--- src/rtl/booth_pkg.sv ---
// booth_pkg: shared state/op encodings and radix-dependent sizing; BOOTH_RADIX4_EN selects radix-4.
package booth_pkg;
  typedef enum logic [2:0] {IDLE, LOAD_M, LOAD_Q, ITER, DONE} state_t;
  typedef enum logic [2:0] {OP_NONE, OP_ADD1, OP_SUB1, OP_ADD2, OP_SUB2} op_t;
`ifdef BOOTH_RADIX4_EN
  localparam int RADIX_SHIFT = 2;
`else
  localparam int RADIX_SHIFT = 1;
`endif
  localparam int GUARD = RADIX_SHIFT - 1;
  function automatic int booth_wi(input int width);
    return width + RADIX_SHIFT;
  endfunction
  function automatic int booth_iters(input int width);
    return (width + RADIX_SHIFT) / RADIX_SHIFT;
  endfunction
endpackage

--- src/rtl/booth_recoder.sv ---
// booth_recoder: maps Q low bits plus q(-1) to a Booth operation and the matching multiple of M.
module booth_recoder import booth_pkg::*; #(
  parameter int WA = 17
) (
  input  logic [RADIX_SHIFT:0] bits,
  input  logic [WA-1:0]        m,
  output op_t                  op,
  output logic [WA-1:0]        mult
);
`ifdef BOOTH_RADIX4_EN
  always_comb op = (bits == 3'b001 || bits == 3'b010) ? OP_ADD1 :
                   bits == 3'b011 ? OP_ADD2 :
                   bits == 3'b100 ? OP_SUB2 :
                   (bits == 3'b101 || bits == 3'b110) ? OP_SUB1 : OP_NONE;
`else
  always_comb op = bits == 2'b01 ? OP_ADD1 : bits == 2'b10 ? OP_SUB1 : OP_NONE;
`endif
  always_comb mult = op == OP_ADD1 ? m :
                     op == OP_SUB1 ? -m :
                     op == OP_ADD2 ? m << 1 :
                     op == OP_SUB2 ? -(m << 1) : '0;
endmodule

--- src/rtl/booth_mult_seq.sv ---
// booth_mult_seq: sequential Booth multiplier, serial operand load, sticky done;
// radix-4 recoding when BOOTH_RADIX4_EN is defined, radix-2 otherwise.
module booth_mult_seq import booth_pkg::*; #(
  parameter int WIDTH = 16
) (
  input  logic               clk,
  input  logic               reset,
  input  logic               start,
  input  logic               sign_mode,
  input  logic [WIDTH-1:0]   data_in,
  output logic               busy,
  output logic               done,
  output logic [2*WIDTH-1:0] product
);
  localparam int WI = booth_wi(WIDTH);
  localparam int WA = WI + GUARD;
  localparam int N  = booth_iters(WIDTH);
  localparam int CW = $clog2(N + 1);
  state_t          state;
  op_t             op;
  logic [WA-1:0]   a, m, mult, a_sum;
  logic [WI-1:0]   q;
  logic            q_1, sgn, ext_bit;
  logic [CW-1:0]   cnt;
  logic [WA+WI:0]  shifted;
  booth_recoder #(.WA(WA)) u_rec (
    .bits({q[RADIX_SHIFT-1:0], q_1}),
    .m(m),
    .op(op),
    .mult(mult)
  );
  assign ext_bit = sgn & data_in[WIDTH-1];
  assign a_sum   = op == OP_NONE ? a : a + mult;
  assign shifted = $signed({a_sum, q, q_1}) >>> RADIX_SHIFT;
  always_ff @(posedge clk or posedge reset) begin
    if (reset) begin
      state   <= IDLE;
      a       <= '0;
      m       <= '0;
      q       <= '0;
      q_1     <= 1'b0;
      cnt     <= '0;
      sgn     <= 1'b0;
      busy    <= 1'b0;
      done    <= 1'b0;
      product <= '0;
    end else begin
      case (state)
        IDLE, DONE: if (start) begin
          state <= LOAD_M;
          sgn   <= sign_mode;
          a     <= '0;
          q     <= '0;
          q_1   <= 1'b0;
          cnt   <= '0;
          busy  <= 1'b1;
          done  <= 1'b0;
        end
        LOAD_M: begin
          m     <= {{(WA-WIDTH){ext_bit}}, data_in};
          state <= LOAD_Q;
        end
        LOAD_Q: begin
          q     <= {{(WI-WIDTH){ext_bit}}, data_in};
          q_1   <= 1'b0;
          cnt   <= CW'(N);
          state <= ITER;
        end
        ITER: begin
          a   <= shifted[WA+WI:WI+1];
          q   <= shifted[WI:1];
          q_1 <= shifted[0];
          cnt <= cnt - 1'b1;
          if (cnt == CW'(1)) begin
            state   <= DONE;
            busy    <= 1'b0;
            done    <= 1'b1;
            product <= shifted[2*WIDTH:1];
          end
        end
        default: state <= IDLE;
      endcase
    end
  end
endmodule

--- config.mk ---
export PLATFORM = sky130hd
export DESIGN_NAME = booth_mult_seq
export DESIGN_NICKNAME = d
export VERILOG_FILES = /design/src/rtl/booth_pkg.sv /design/src/rtl/booth_recoder.sv /design/src/rtl/booth_mult_seq.sv
export SDC_FILE = /design/constraint.sdc
export NUM_CORES = 1
export LEC_CHECK = 0
export CORE_UTILIZATION = 62
export DETAILED_ROUTE_END_ITERATION = 10
export PLACE_DENSITY = 0.93
export REMOVE_ABC_BUFFERS = 1
export SLEW_MARGIN = 20
export SYNTH_ARGS = -nofsm -noshare
export SYNTH_HDL_FRONTEND = slang
export SYNTH_SLANG_ARGS = --single-unit
--- constraint.sdc ---
create_clock -name clk -period 9.1 [get_ports clk]
set_input_delay 1.82 -clock clk [delete_from_list [all_inputs] [get_ports clk]]
set_output_delay 1.82 -clock clk [all_outputs]
set_load 0.02 [all_outputs]
* After elaboration in Yosys (flattened, before gate mapping)
Cells that the tools add are included.
** Storage, ports and cells
- Register bits :: 95
- Word-level logic and storage cells :: 61
** Cells by class
- $add $sub $neg :: 4
- Equal/unequal tests :: 13
- Muxes and demuxes :: 22
- Bitwise logic cells :: 1
- Reduce and logical (&&, ||, !) cells :: 11
** Operators with widths (number)
- 2-to-1 mux 17 bit :: 6
- case mux 17 bit (3 select lines) :: 1
- negator 17 bit :: 2
- case mux 17 bit (2 select lines) :: 1
- adder 17 bit :: 1
- case mux 5 bit (3 select lines) :: 1
- == test 3 x 2 -> 1 bit (second input constant) :: 4
- case mux 3 bit (4 select lines) :: 1
- AND reduction 2 bit :: 5
- 2-to-1 mux 3 bit :: 3
- == test 3 x 1 -> 1 bit (second input constant) :: 2
- == test 3 bit (second input constant) :: 2
- zero test 3 bit :: 2
- == test 5 x 1 -> 1 bit (second input constant) :: 1
- 2-to-1 mux 5 bit :: 1
- subtractor 5 x 1 -> 5 bit (second input constant) :: 1
- 2-to-1 mux 1 bit :: 4
- != test 2 bit (second input constant) :: 2
- case mux 1 bit (2 select lines) :: 2
- case mux 1 bit (3 select lines) :: 1
- AND reduction 3 bit :: 1
- nonzero test 3 bit :: 1
- == test 2 x 1 -> 1 bit (second input constant) :: 1
- == test 2 bit (second input constant) :: 1
- 4 further kinds :: 4

* Depth between registers and ports, before layout
Gate-level depths: netlist (run 1).
- Depth in word-level cells :: 11
- Gate-level depth with buffers :: 17

* Cells and area by module
Synthesis (run 1) repeated with hierarchy kept, for this count alone.
** Unflattened totals
- Cells, all modules :: 568
- Area total of the unflattened synthesis :: 5291.3 µm²
** By module, submodules not included
- booth_mult_seq :: times used 1, cells an instance 491, area an instance 4748.3 µm², seq. area each 2352.3 µm²
- booth_recoder :: times used 1, cells an instance 77, area an instance 543.0 µm², seq. area each 0.0 µm²

* Worst setup path before layout (run 1)
No wires, ideal clock.
- Kind :: flip-flop to flip-flop
- Start point :: reg m[4]
- End point :: reg product[31]
- Arrival :: 3.335 ns
- Path slack :: 5.640 ns
- Cell stages (with the launch flop) :: 15
- Path buffers :: 2
- Cells stage by stage :: dfrtp_1 > clkbuf_1 > or4_4 > nor3_2 > nand2_1 > a32oi_1 > o22ai_1 > ha_1 > clkbuf_1 > a21o_1 > a21o_1 > a21oi_1 > mux2i_1 > and4b_1 > mux2_2
** On the way
- Longest elaborated chain between the ends :: 7
** Ends and longest elaborated chain
- start: declaration :: RTL line booth_mult_seq.sv:21 : logic [WA-1:0] a, m, mult, a_sum;
- start signal: assignment :: RTL line booth_mult_seq.sv:60 : m <= {{(WA-WIDTH){ext_bit}}, data_in};
- negator 17 bit :: RTL line booth_recoder.sv:21 : op == OP_SUB2 ? -(m << 1) : '0;
- 2-to-1 mux 17 bit :: RTL line booth_recoder.sv:21
- 2-to-1 mux 17 bit :: RTL line booth_recoder.sv:20 : op == OP_ADD2 ? m << 1 :
- 2-to-1 mux 17 bit :: RTL line booth_recoder.sv:19 : op == OP_SUB1 ? -m :
- 2-to-1 mux 17 bit * :: RTL line booth_recoder.sv:18 : always_comb mult = op == OP_ADD1 ? m :
- adder 17 bit * :: RTL line booth_mult_seq.sv:33 : assign a_sum = op == OP_NONE ? a : a + mult;
- 2-to-1 mux 17 bit * :: RTL line booth_mult_seq.sv:33
- end signal: assignment :: RTL line booth_mult_seq.sv:78 : product <= shifted[2*WIDTH:1];
- end: declaration :: RTL line booth_mult_seq.sv:13 : output logic [2*WIDTH-1:0] product
Mark *: on every way between the ends. The rest lies on a longest branch, timed or not.
A chain may end at the register's enable or synchronous reset.

* Final worst setup path (run 1)
- Start point :: reg q[0]
- End point :: reg product[26]
** On the way
- Longest elaborated chain between the ends :: 10
** Ends and longest elaborated chain
- start: declaration :: RTL line booth_mult_seq.sv:22 : logic [WI-1:0] q;
- start signal: assignment :: RTL line booth_mult_seq.sv:64 : q <= {{(WI-WIDTH){ext_bit}}, data_in};
- start signal: assignment :: RTL line booth_mult_seq.sv:71 : q <= shifted[WI:1];
- == test 2 bit :: RTL line booth_recoder.sv:16 : always_comb op = bits == 2'b01 ? OP_ADD1 : bits == 2'b10 ? OP_SUB1 : OP_NONE;
- 2-to-1 mux 2 bit :: RTL line booth_recoder.sv:16
- 2-to-1 mux 3 bit * :: RTL line booth_recoder.sv:16
- == test 3 bit :: RTL line booth_recoder.sv:21
- 2-to-1 mux 17 bit :: RTL line booth_recoder.sv:21
- 2-to-1 mux 17 bit :: RTL line booth_recoder.sv:20
- 2-to-1 mux 17 bit :: RTL line booth_recoder.sv:19
- 2-to-1 mux 17 bit :: RTL line booth_recoder.sv:18
- adder 17 bit :: RTL line booth_mult_seq.sv:33
- 2-to-1 mux 17 bit * :: RTL line booth_mult_seq.sv:33
Marks and branches as above.

==> results.cfg, run 1 <==
[synth]
yosys-top-cells-count = nand2_1, dfrtp_1, o21ai_1, nor2_1, nand3_1
synth_edf_count = 0
synth_cells = 657
synth-xor-area-share_pct = 1.234
ys_seq_area_share_pct = 41.43
synth_mux_area_share_pct = 6.523
yosysTopAreaCell = dfrtp_1
yosys_warnings = 0
synth.avg_cell_area_um2 = 8.642
ys_async_sr_fraction_pct = 100.0
ys_types = 68
synth.most_common_cell = nand2_1
synth_compound_area_share_pct = 19.15
netlist.area_leader.share_pct = 41.43
ys.flop_type = dfrtp_1
synth_seq_cells = 94
synthAdderAreaFrac_pct = 5.641
synth_area_leaders = dfrtp_1, nand2_1, ha_1, o21ai_1, mux2i_1
netlist_area_mm2 = 0.005678
yosys.area_share.simple_pct = 21.77
synth_top_family_by_area = simple AND/OR/NAND/NOR gates

[power_and_ir_drop]
ir_drop_mv = 0.2019
p_leak_nw = 2.877
power.density_mw_per_mm2 = 432.8

[clocking]
path_clk_slew_ps = 100
ctsHoldBuffers = 0
cts_tree = yes
cts.repair_timing.setup_buffer_count = 0
postCtsResizedCells = 0
clk_latency_ps = 350
cts-buffers-inserted = 9
h-tree-depth = 3
clock_sink_count = 94
cts_max_path_buffers = 2
root_buffer = clkbuf_8

[timing]
finalHoldViolations = 0
fmax_ghz = 0.2273
whs_ps = 480.9
grt_setup_unrepaired = no
skew_ps = 17.09
max_slew_margin_pct = 29.22
fin_crit_ps = 4399
worst_slew_pin_slew_ps = 1058
slew_violations = 0
setup_viol = 0
fin_tns_setup_ps = 0
fin_crit_sh_pct = 48.34

[placed_design]
portBuffers = 53
dp_hpwl_mm = 10.38
gp_congestion = 0.9577

[grt]
grt_pass1_vias = 4917
grt-ovfl-total = 0
grt_max_degree = 51
grt_pass1_wl_mm = 23.74
antenna_found_initial = 0
track_usage_pct = 31.01

[die]
core-area_mm2 = 0.008806
fp.dieArea_mm2 = 0.009544
rows = 34
start_util_pct = 64.48
die_w_um = 97.70
die_h_um = 97.70
num_io_pins = 54

[setup_path]
cp-start-kind = flop
crit_arrival_ps = 4680
worstPathCellList = inv_1 > ha_1 > inv_1 > nand2_1 > o311ai_0 > ha_1 > and3_1 > a221oi_1 > a21oi_1 > a221oi_1 > o311ai_1 > nand3_1
critPathKind = reg2reg
ff2ff_setup_slack_ps = 4700
path_buf_inv = 2
required_ps = 9380
cp_slowest_cell = ha_1
cp_max_fo = 23
critical-path-max-stage-delay_ps = 730
cp_top_family = compound AO/OA/AOI/OAI gates
worstSetupEndpointType = flop

[routing]
drt-initial-drc-count = 380
drcViolationCount = 2
drtPass1Iterations = 8
routedWlPerCell_um = 17.43
ant_nets = 0
vias = 5046
drt-total-wl_mm = 13.95
viasPerCell = 6.308

[hold_path]
hold_class = reg2reg

[cells_and_area]
fillCellCount = 662
drive_gt1_share_pct = 7.370
num-nets-final = 733
seq_area_mm2 = 0.002352
n_antenna_cell = 0
area_delta_synth_final_pct = 12.87
multi_input_area_mm2 = 0.003092

[outcome]
status = finished, violations left
violations = DRC

[job]
cap_violations = 0
placed cells by master, fill, tap and decap left out, drive strengths merged, types with 3 or more instances in the layout:
cell / n
buf: 6
o22ai: 4
and4: 3
o311ai: 6
nor3b: 4
inv: 23
a31oi: 8
nor2b: 6
nor2: 39
ha: 24
xor2: 5
nor4: 6
a32oi: 4
dfrtp: 94
o21a: 3
and3: 5
xnor2: 3
nand3: 34
a211oi: 7
a21o: 12
a221oi: 3
or2: 3
mux2i: 19
a22o: 4
a21oi: 30
clkbuf: 9
clkinvlp: 3
nand2: 129
mux2: 16
clkdlybuf4s50: 53
nand2b: 6
nor3: 10
o21ai: 74
per-layer routing:
layer / GRT usage [%] / vias to the layer above / wire, µm
met5: 0 / - / 0
met4: 10.02 / 0 / 295
met3: 4.532 / 31 / 729
met2: 52.92 / 184 / 6823
met1: 40.61 / 2431 / 6096
li1: - / 2400 / -
report_power, final:
group,total (mW),internal (mW),switching [mW]
Combinational,1.71,0.692,1.02
Sequential,0.815,0.619,0.196
Clock,0.251,0.0994,0.152
final timing paths:
check / start / end / depth (start not counted)
max: q[0] / product[26] / 12
min: product[26] / product[26] / 2
max reg2reg: q[0] / product[26] / 12
min reg2reg: product[26] / product[26] / 2
max in group asynchronous: reset / product[29] / 3
min in group asynchronous: reset / product[1] / 2
worst min-delay path, stage by stage (launching register included):
cell	delay [ps]
dfrtp_1	350
nand2_1	50
nand3_1	60
kinds of logic after synthesis:
family,after synthesis
flip-flops,94
AND/OR/NAND/NOR,260
AO/OA/AOI/OAI,174
XOR/XNOR,8
buffers and inverters,61
adder cells (fa/ha/maj),25
multiplexers,35
state kept, by name, summed over array words and instances (netlist names):
name / count
product: 32
m: 17
q: 17
a: 16
cnt: 5
state: 3
busy: 1
done: 1
q_1: 1
sgn: 1
area by class of cell:
cell class,instances,area share [%]
Clock buffer,9,1.933
Clock inverter,6,0.7029
Inverter,22,1.328
Multi-Input combinational cell,502,48.24
Sequential cell,94,36.70
Tap cell,108,2.109
Timing Repair Buffer,59,8.981
per-stage QoR:
stage                     power [mW]  std cells  area (µm²)  setup WS, ps  utilization [%]
after global placement         2.412        785        6237          4952            70.83
after floorplan                1.993        618        5519          4831                -
final                          2.774        800        6409          4701            72.78
after CTS                      2.756        800        6406          4785            72.75
after detailed placement       2.500        785        6237          4826            70.83
after global routing           3.000        800        6409          4334            72.78
(Power assumes the default switching activity.)
==> run 2: changes to the inputs <==
CORE_UTILIZATION = 58   (was 62)
PLACE_DENSITY = 0.89   (was 0.93)
clock period = 4.5 ns   (was 9.1 ns; I/O delays follow)
==> run 2 against run 1 <==
The flow now finishes without violations. Largest power group unchanged. Critical path depth up 4. Power up 110%. Global-route usage down 0.89 points. Register-to-register slack worse by 4200 ps. Sequential share of layout area down 0.56 points. Sequential cell count unchanged. Critical endpoint is now product[28]. Highest routed layer unchanged.
==> results.cfg, run 2 (same netlist as run 1, synthesis figures left out) <==
[outcome]
status = complete, no violations

[grt]
use_met1_pct = 40.56
use_met3_pct = 3.883
track_usage_pct = 30.12
busiest_layer = met2
met2_usage_pct = 50.53
grt_max_degree = 47
antenna_found_initial = 0
grt_pass1_vias = 4841
grt-ovfl-total = 0
grt_pass1_wl_mm = 23.96

[clocking]
h-tree-depth = 3
cts_max_path_buffers = 2
clk_latency_ps = 360
ctsHoldBuffers = 0
path_clk_slew_ps = 100
clock_sink_count = 94
postCtsResizedCells = 0
cts-buffers-inserted = 9
cts_tree = yes
cts.repair_timing.setup_buffer_count = 0
root_buffer = clkbuf_8

[timing]
slew_violations = 0
setup_viol = 0
fin_crit_ps = 3982
finalHoldViolations = 0
fin_tns_setup_ps = 0
max_slew_margin_pct = 29.52
worst_slew_pin_slew_ps = 1053
fmax_ghz = 0.2511
fin_crit_sh_pct = 88.50
skew_ps = 11.65
grt_setup_unrepaired = no

[setup_path]
critPathKind = reg2reg
worstReg2RegStart = q[0]
worstSetupEndpointType = flop
cp_max_fo = 11
crit_arrival_ps = 4230
reg2regPathDepth = 16
r2r-end = product[28]
cp-start-kind = flop
ff2ff_setup_slack_ps = 520
required_ps = 4750

[die]
die_w_um = 100.9
start_util_pct = 60.59
die_h_um = 100.9
num_io_pins = 54
core-area_mm2 = 0.009371
fp.dieArea_mm2 = 0.01019
rows = 35

[routing]
drt-initial-drc-count = 286
drtPass1Iterations = 5
viasPerCell = 6.145
drcViolationCount = 0
ant_nets = 0
vias = 5088
routedWlPerCell_um = 17.14
drt-total-wl_mm = 14.19

[cells_and_area]
postLayoutCoreUtil_pct = 69.44
top_register = product
n_antenna_cell = 0
area_delta_synth_final_pct = 14.61
final_cell_mix = nand2_1, dfrtp_1, clkdlybuf4s50_1
largestRegisters = product (32), m (17), q (17)
drive_gt1_share_pct = 8.155
largest_reg_flops = 32
final_common_cell = nand2_1
fillCellCount = 777
num-nets-final = 739

[power_and_ir_drop]
p_leak_nw = 2.925
power.density_mw_per_mm2 = 877.7
ir_drop_mv = 0.3761

[placed_design]
dp_hpwl_mm = 10.38
gp_congestion = 0.9420
portBuffers = 53

[hold_path]
min_to = product[26]
hold_class = reg2reg
min_path_cells = 2
min_from = product[26]

[job]
cap_violations = 0
==> run 2: area by class of cell <==
class                      instances  area [µm²]  share of cell area (%)
clock buffer                      10       127.6                   1.961
clock inverter                     6       68.82                   1.057
inverter                          22       85.08                   1.307
multi-input combinational        502        3092                   47.51
sequential                        94        2352                   36.15
tap                              129       161.4                   2.480
timing repair buffer              65       620.6                   9.537
==> run 2: through the flow <==
stage / area [µm²] / setup slack, ps / power [mW] / hold WS, ps / std cells
after global placement: 6309 / 624.7 / 4.934 / 457.3 / 812
after floorplan: 5519 / 942.7 / 4.030 / 460.2 / 618
final: 6507 / 517.6 / 5.712 / 485.2 / 828
after CTS: 6505 / 586.0 / 5.668 / 486.3 / 828
after detailed placement: 6309 / 623.4 / 5.077 / 461.2 / 812
after global routing: 6507 / 176.4 / 6.171 / 510.1 / 828
==> run 2: how the worst max path moves through the flow <==
| stage | from | slack [ps] | depth (start not counted) | endpoint |
|---|---|---|---|---|
| final | q[0] | 520 | 16 | product[28] |
| after detailed placement | q_1 | 620 | 15 | product[28] |
| after global placement | q[0] | 620 | 16 | product[28] |
| after global routing | q[0] | 180 | 16 | product[26] |
| after floorplan | q_1 | 940 | 12 | product[28] |
| after CTS | q[0] | 590 | 16 | product[28] |
==> run 2: power by group <==
| part | total (mW) | internal [mW] | switching (mW) |
|---|---|---|---|
| clock network | 0.581 | 0.262 | 0.319 |
| logic | 3.49 | 1.43 | 2.06 |
| registers | 1.64 | 1.25 | 0.391 |
==> run 2: per-layer routing <==
| layer | up-vias | routed length, µm |
|---|---|---|
| met5 | - | 0 |
| met4 | 0 | 248 |
| met3 | 24 | 782 |
| met2 | 188 | 6784 |
| met1 | 2471 | 6378 |
| li1 | 2405 | - |
==> run 2: critical path: stages (launching register included) <==
cell and delay, ps:
dfrtp_1 420, inv_1 120, ha_1 200, nand2_1 100, nor2_1 640, nand2_1 170, o21ai_0 110, nand2_1 70
o311ai_0 170, ha_1 390, and3_1 220, a221oi_1 260, buf_4 190, o211a_1 260, xor2_1 190, o21ai_1 100
mux2_2 280
